## src/rtl/gated_freq_meter.sv

```systemverilog
// Gated frequency meter: counts synchronised rising edges of sig_in over a fixed
// clk_in window in BCD and hands each window's result to a valid/ready consumer.
module gated_freq_meter #(
  parameter int unsigned DIGITS_NUM  = 6,
  parameter int unsigned GATE_CYCLES = 1000000,
  parameter int unsigned SYNC_STAGES = 2
) (
  input  logic                    clk_in,
  input  logic                    resetn_in,
  input  logic                    sig_in,
  input  logic                    enable_in,
  output logic [4*DIGITS_NUM-1:0] digits_out,
  output logic                    overflow_out,
  output logic                    valid_out,
  input  logic                    ready_in,
  output logic                    overrun_out
);

  localparam int unsigned DW = 4 * DIGITS_NUM;
  localparam int unsigned GW = $clog2(GATE_CYCLES);
  localparam logic [GW-1:0] GATE_LAST = GW'(GATE_CYCLES - 1);

  logic [SYNC_STAGES-1:0] r_sync;
  logic                   r_sync_prev;
  logic [GW-1:0]          r_gate;
  logic [DW-1:0]          r_bcd;
  logic                   r_ovf;

  logic          w_edge;
  logic          w_cnt_pulse;
  logic          w_gate_end;
  logic          w_handshake;
  logic          w_all9;
  logic [DW-1:0] w_bcd_inc;
  logic [DW-1:0] w_bcd_next;
  logic          w_ovf_next;

  // Synchroniser chain plus one delayed copy of its last stage for edge detection
  always_ff @(posedge clk_in or negedge resetn_in) begin
    if (!resetn_in) begin
      r_sync      <= '0;
      r_sync_prev <= 1'b0;
    end else begin
      r_sync      <= {r_sync[SYNC_STAGES-2:0], sig_in};
      r_sync_prev <= r_sync[SYNC_STAGES-1];
    end
  end

  assign w_edge      = r_sync[SYNC_STAGES-1] & ~r_sync_prev;
  assign w_cnt_pulse = w_edge & enable_in;
  assign w_gate_end  = enable_in & (r_gate == GATE_LAST);
  assign w_handshake = valid_out & ready_in;

  // Gate timer: wraps straight back to zero at window end, held at zero while disabled
  always_ff @(posedge clk_in or negedge resetn_in) begin
    if (!resetn_in) begin
      r_gate <= '0;
    end else if (!enable_in || w_gate_end) begin
      r_gate <= '0;
    end else begin
      r_gate <= r_gate + GW'(1);
    end
  end

  // Ripple-carry BCD increment; carry survives to the end only when every digit is 9
  always_comb begin : bcd_inc
    logic carry;
    carry     = 1'b1;
    w_bcd_inc = r_bcd;
    for (int i = 0; i < int'(DIGITS_NUM); i++) begin
      if (carry) begin
        if (r_bcd[4*i +: 4] == 4'd9) begin
          w_bcd_inc[4*i +: 4] = 4'd0;
        end else begin
          w_bcd_inc[4*i +: 4] = r_bcd[4*i +: 4] + 4'd1;
          carry               = 1'b0;
        end
      end
    end
    w_all9 = carry;
  end

  // Saturate at all 9s instead of wrapping, and remember that it happened
  assign w_bcd_next = (w_cnt_pulse && !w_all9) ? w_bcd_inc : r_bcd;
  assign w_ovf_next = r_ovf | (w_cnt_pulse & w_all9);

  always_ff @(posedge clk_in or negedge resetn_in) begin
    if (!resetn_in) begin
      r_bcd <= '0;
      r_ovf <= 1'b0;
    end else if (!enable_in || w_gate_end) begin
      r_bcd <= '0;
      r_ovf <= 1'b0;
    end else begin
      r_bcd <= w_bcd_next;
      r_ovf <= w_ovf_next;
    end
  end

  // Result latch and handshake; a new result wins over a same-cycle handshake
  always_ff @(posedge clk_in or negedge resetn_in) begin
    if (!resetn_in) begin
      digits_out   <= '0;
      overflow_out <= 1'b0;
      valid_out    <= 1'b0;
      overrun_out  <= 1'b0;
    end else if (w_gate_end) begin
      digits_out   <= w_bcd_next;
      overflow_out <= w_ovf_next;
      valid_out    <= 1'b1;
      overrun_out  <= valid_out & ~ready_in;
    end else if (w_handshake) begin
      valid_out   <= 1'b0;
      overrun_out <= 1'b0;
    end
  end

endmodule

```

## config.mk

```make
export PLATFORM = sky130hd
export DESIGN_NAME = gated_freq_meter
export DESIGN_NICKNAME = d
export VERILOG_FILES = /design/src/rtl/gated_freq_meter.sv
export SDC_FILE = /design/constraint.sdc
export NUM_CORES = 1
export LEC_CHECK = 0
export CORE_MARGIN = 4
export CORE_UTILIZATION = 45
export DETAILED_ROUTE_END_ITERATION = 16
export GPL_ROUTABILITY_DRIVEN = 0
export GPL_TIMING_DRIVEN = 1
export SYNTH_ARGS = -nofsm -noshare
export SYNTH_HDL_FRONTEND = slang
export SYNTH_SLANG_ARGS = --single-unit
```

## constraint.sdc

```tcl
create_clock -name clk_in -period 4.55 [get_ports clk_in]
set_input_delay 1.1375 -clock clk_in [delete_from_list [all_inputs] [get_ports clk_in]]
set_output_delay 1.1375 -clock clk_in [all_outputs]
set_load 0.03 [all_outputs]
```

==> impl_metrics.py <==
metrics = {
    "clock_network": {
        "post_cts_resized": 0,
        "clkSinkCount": 75,
        "htreeDepth": 3,
        "post_cts_buffers": 0,
        "clkTransAtPathRegs_ns": 0.08,
        "cts_buffers": 9,
        "cts_buffer_depth": 2,
        "ctsHoldBuffers": 0,
        "cts_tree": "built",
        "cts_root_buffer": "clkbuf_8",
        "clk-insertion-delay-late_ns": 0.34,
    },
    "sta": {
        "slew_headroom": 0.3788,
        "max_freq_ghz": 0.3355,
        "finalClockSkew_ns": 0.008051,
        "worst_slew_pin_slew_ns": 0.9319,
        "setup_violations": 0,
        "drv_slew": 0,
        "rsz0062_at_grt": "false",
        "tns_ns": 0,
        "finalHoldViolations": 0,
        "final.period_utilization": 0.6552,
        "layout_min_cycle_time_ns": 2.981,
    },
    "floorplan": {
        "core_sq_um": 7408,
        "die_x_microns": 96.33,
        "dieArea_sq_um": 9279,
        "std_cell_rows": 31,
        "die_h_microns": 96.33,
        "initial_core_util": 0.4739,
        "io-pin-count": 32,
    },
    "route": {
        "drtIter0Drc": 53,
        "route.detailed.wl_per_inst_microns": 14.13,
        "drcViolationCount": 0,
        "dr.pass1.iters": 4,
        "via_per_inst": 5.133,
        "drtAntennaViolNets": 0,
        "wl_mm": 6.827,
        "num_vias": 2479,
    },
    "yosys": {
        "ys.flop_type": "dfrtp_1",
        "async_reset_ff_frac": 1.000,
        "yosysSeqAreaShare": 0.5346,
        "synth.distinct_cells": 46,
        "synth.cell_area_sq_um": 3511,
        "synth_edf_count": 0,
        "synth_cells": 348,
        "avgSynthCellArea_sq_um": 10.09,
        "ys_seq_elements": 75,
        "syn-num-nets": 354,
        "ys_warn_count": 0,
    },
    "global_route": {
        "grt_use_met1": 0.2266,
        "overflow": 0,
        "grt_first_pass_wirelength_mm": 11.81,
        "antenna_found_initial": 0,
        "grt_usage": 0.1666,
        "grt_pass1_vias": 2395,
        "grt_start_max_net_pins": 76,
        "grt_use_met2": 0.2542,
        "busiest_layer": "met2",
        "grt_use_met3": 0.03987,
    },
    "layout": {
        "stdcell_area_sq_um": 4031,
        "nets": 386,
        "diodes": 0,
        "n_fill_cell": 682,
        "final_layout_size_suffix_gt1_frac": 0.05990,
        "area_growth_pct": 14.83,
    },
    "worst_setup_path": {
        "critPathMaxStageDelay_ns": 0.61,
        "critical_path_arrival_ns": 3.20,
        "crit_buf_inv": 1,
        "required_ns": 4.77,
        "path_max_fanout": 9,
        "cp_cell_sequence": "clkdlybuf4s50_1 > and3b_1 > nand3_4 > or4b_1 > a221oi_2 > o21ai_1",
        "critPathTopFamily": "simple AND/OR/NAND/NOR gates",
        "cpMaxStageDelayCell": "clkdlybuf4s50_1",
        "crit_type": "in -> reg",
        "cp-start-kind": "primary input",
        "end_kind": "flop",
    },
    "worst_hold_path": {
        "min_path_type": "reg -> reg",
    },
    "flow_run": {
        "cap_viol_max_count": 0,
    },
    "power": {
        "sw_frac_of_total": 0.2217,
        "p_leak_nw": 1.688,
        "pwr-share-seq": 0.572,
        "p_comb_frac": 0.026,
        "p_switching_w": 0.0002616,
        "p_int_w": 0.0009181,
        "ir_worst_vdd_uv": 154.4,
        "power_frac_clock": 0.402,
        "p_per_area_nw_per_um2": 292.6,
    },
    "place": {
        "dp.final_hpwl_mm": 4.553,
        "place_area_sq_um": 3851,
        "io_buffers": 31,
    },
    "outcome": {
        "status": "complete, no violations",
    },
}
[flip-flops by register name, indices dropped and copies added (netlist names)]
signal,count
digits_out,24
r_bcd,24
r_gate,20
r_sync,2
overflow_out,1
overrun_out,1
r_ovf,1
r_sync_prev,1
valid_out,1
[path summary, 6_finish.rpt]
path / to / cells past startpoint / slack [ns] / from
max in group asynchronous: r_gate[2] / 1 / 3.01 / resetn_in
setup reg to reg: r_gate[17] / 6 / 1.86 / r_gate[11]
setup / recovery: digits_out[15] / 6 / 1.57 / enable_in
min in group asynchronous: r_bcd[2] / 1 / 0.92 / resetn_in
hold / removal: r_sync[1] / 0 / 0.36 / r_sync[0]
hold reg to reg: r_sync[1] / 0 / 0.36 / r_sync[0]
[worst reg2reg max path: stages (launching register included)]
cell	delay, ns
dfrtp_1	0.43
or4b_1	0.56
nor4_2	0.27
and2_1	0.18
nand2b_1	0.59
buf_4	0.43
nor2_1	0.11
[layout by cell type, fill, tap and decap left out, drive strengths merged, types with 4 or more instances in the layout]
master,count
and3,4
xnor2,13
nor3b,4
a21oi,7
nor2b,8
mux2i,6
inv,9
o21ai,33
nand2,43
clkbuf,14
nand4,5
xor2,16
dfrtp,75
nor4,4
nor3,6
clkdlybuf4s50,30
nor2,52
nand3,16
[per-stage QoR]
step                  util  cells  total power (W)  setup WS (ns)  hold WS, ns
global route        0.5442    483         0.001231          1.426       0.3723
global placement    0.5198    468        0.0007197          1.219       0.3435
finish              0.5442    483         0.001180          1.569       0.3633
detailed placement  0.5198    468        0.0007202          1.204       0.3556
CTS                 0.5442    483         0.001203          1.600       0.3696
floorplan                -    348        0.0007023          2.051       0.3312
[layout make-up]
class                      instances  area [sq um]  share of cell area
tap                               99         123.9             0.03073
inverter                           9         33.78            0.008380
timing repair buffer              33         322.8             0.08007
clock inverter                     1         7.507            0.001862
multi-input combinational        252          1494              0.3706
sequential                        75          1877              0.4655
clock buffer                      14         172.7             0.04283
[power groups by stage]
stage / combinational (W) / sequential (W) / clock [W]
6_report: 0.0000311 / 0.000674 / 0.000474
5_1_grt: 0.0000362 / 0.000675 / 0.000520
4_1_cts: 0.0000330 / 0.000674 / 0.000496
3_5_place_dp: 0.0000328 / 0.000687 / 0
3_3_place_gp: 0.0000326 / 0.000687 / 0
2_1_floorplan: 0.0000159 / 0.000686 / 0
[layer usage]
metal,up-vias,part of all wire
li1,1256,-
met1,1183,0.51
met2,28,0.44
met3,12,0.026
met4,0,0.021
met5,-,0
[Yosys cell counts, types with 3 or more instances]
master    count  area, sq um
nand2_1      43        161.4
nor4_1        3        18.77
and3_1        4        25.02
xor2_1       16        140.1
dfrtp_1      75         1877
nand3_1      15        75.07
and4b_1       3        30.03
xnor2_1      13        113.9
nand3b_1      3        22.52
nand4_1       5        31.28
nor3_1        6        30.03
o21ai_0      25        125.1
nor3b_1       4        30.03
a21oi_1       7        35.03
o21ai_1       8        40.04
and2_1        3        18.77
mux2i_1       6        60.06
inv_1         9        33.78
nor2b_1       8        50.05
nor2_1       52        195.2
buf_6         7        78.83
[cell families after synthesis]
| group | after synthesis | share of synthesized area |
|---|---|---|
| xor+xnor | 29 | 0.07234 |
| buf+inv | 21 | 0.03991 |
| flops | 75 | 0.5346 |
| simple gates | 168 | 0.2545 |
| fa+ha+maj | 1 | 0.003563 |
| compound gates | 48 | 0.07805 |
| mux | 6 | 0.01711 |
Power figures use the tool's default switching activity.
==> edit: new RTL, config.mk and constraints unchanged <==
Change the parameter `DIGITS_NUM` from 6 to 12.
--- a/src/rtl/gated_freq_meter.sv
+++ b/src/rtl/gated_freq_meter.sv
@@ -1,7 +1,7 @@
 // Gated frequency meter: counts synchronised rising edges of sig_in over a fixed
 // clk_in window in BCD and hands each window's result to a valid/ready consumer.
 module gated_freq_meter #(
-  parameter int unsigned DIGITS_NUM  = 6,
+  parameter int unsigned DIGITS_NUM  = 12,
   parameter int unsigned GATE_CYCLES = 1000000,
   parameter int unsigned SYNC_STAGES = 2
 ) (
Interface: changed (resized digits_out); port bits go from 32 to 56. The function was not compared with the original's and may differ.
==> edit against the original RTL <==
Sequential cell count is 48 higher; wire length is 91% higher; critical path type unchanged; global-route usage is 2.5 points higher; via count is 78% higher; total power is 110% higher; synthesized area is 64% higher; non-clock buffer count is 26 higher; clock skew is 0.0013 ns lower; design area is 75% higher; maximum frequency is 0.40% lower; cell count is 72% higher; largest cell class unchanged; setup slack worse by 0.012 ns; critical path depth is 1 higher.
==> edit: results (changes against the original RTL) <==
critical_path.max_fanout: 8  # -1
drt_iter0_drc: 210  # +300%
reg_top3: "digits_out (48), r_bcd (48), r_gate (20)"
hpwlAfterDp_mm: 8.95  # +97%
synthXorXnorAreaFrac_pct: 6.85  # -0.38 points
worstReg2RegStart: "r_gate[0]$_DFF_PN0_"
synth_adder_area_share_pct: 0.218  # -0.14 points
synth.avg_cell_area_um2: 9.68  # -4.0%
synth_cell_type_count: 59  # +28%
final_layout_size_suffix_gt1_share_pct: 8.32  # +2.3 points
area_fraction_in_compound_gates_after_synthesis_pct: 9.01  # +1.2 points
worst_slew_pin_slew_ns: 1.13  # +0.201 ns
run_status: "completed"
grt_max_degree: 86  # +13%
global_route_total_usage_across_every_layer_pct: 19.1  # +2.5 points
drt_pass1_iterations: 4  # unchanged
skew_ns: 0.00675  # -0.00130 ns
layout.nets: 654  # +69%
grt_first_pass_wirelength_mm: 22.1  # +87%
maximum_resistive_drop_on_vdd_v: 0.000194  # +25%
post_placement_setup_slack_ns: 1.14  # -0.0671 ns
numPlacedInstances: 801  # +71%
r2r_slack_ns: 1.76  # -0.10 ns
timing.critical_path.slowest_cell_delay_ns: 0.66  # +0.05 ns
io_buffers: 55  # +77%
worst_r2r_endpoint: "r_bcd[0]$_DFF_PN0_"
synth.yosys.seq_area_share_pct: 53.5  # +0.068 points
grt_pass1_vias: 4424  # +85%
synth_area_leaders: "sky130_fd_sc_hd__dfrtp_1, sky130_fd_sc_hd__nor2_1, sky130_fd_sc_hd__nand2_1"
fin_crit_sh_pct: 65.8  # +0.26 points
layoutNonFillerInstCount: 833  # +72%
arrival_ns: 3.25  # +0.05 ns
clock_latency_ns: 0.41  # +0.07 ns
synth.mux.area_fraction_pct: 1.74  # +0.030 points
mappedNetlistNets: 600  # +69%
fillCellCount: 1127  # +65%
cts.htree.levels: 4  # +1
hold_ws_ns: 0.357  # -0.00660 ns
drt-vias-per-instance: 5.30  # +3.2%
post_detailed_routing_wire_length_mm: 13.1  # +91%
commonest_cells_in_the_netlist: "sky130_fd_sc_hd__dfrtp_1, sky130_fd_sc_hd__nor2_1, sky130_fd_sc_hd__nand2_1"
## edit: cell count changes after synthesis, sizes merged, moves of 10 or more
cell,before,now
dfrtp,75,123
nor2,52,94
nand2,43,72
o21ai,33,51
clkbuf,2,19
a21oi,7,22
nand3,16,30
xnor2,13,23
## edit: area by class of cell
type | instances | share of cell area, %
Sequential cell | 123 | 43.6
Clock inverter | 13 | 2.11
Inverter | 14 | 0.745
Timing Repair Buffer | 59 | 8.37
Clock buffer | 19 | 6.42
Multi-Input combinational cell | 433 | 35.7
Tap cell | 172 | 3.05
## edit: per-stage QoR
stage	util [%]	cell area, um2
after floorplan	-	5750
after global placement	51.3	6450
after detailed placement	51.3	6450
after CTS	56.1	7050
after global routing	56.1	7050
final	56.1	7050
## edit: layer usage
layer  up-vias  share of wire (%)
li1       2148                  -
met3        17                4.2
met4         0                1.7
met5         -                  0
met1      2153                 46
met2        94                 48
## edit: report_power, final
part | internal [mW] | switching [mW]
sequential | 1.10 | 0.00475
combinational | 0.00942 | 0.0382
clock | 0.882 | 0.480
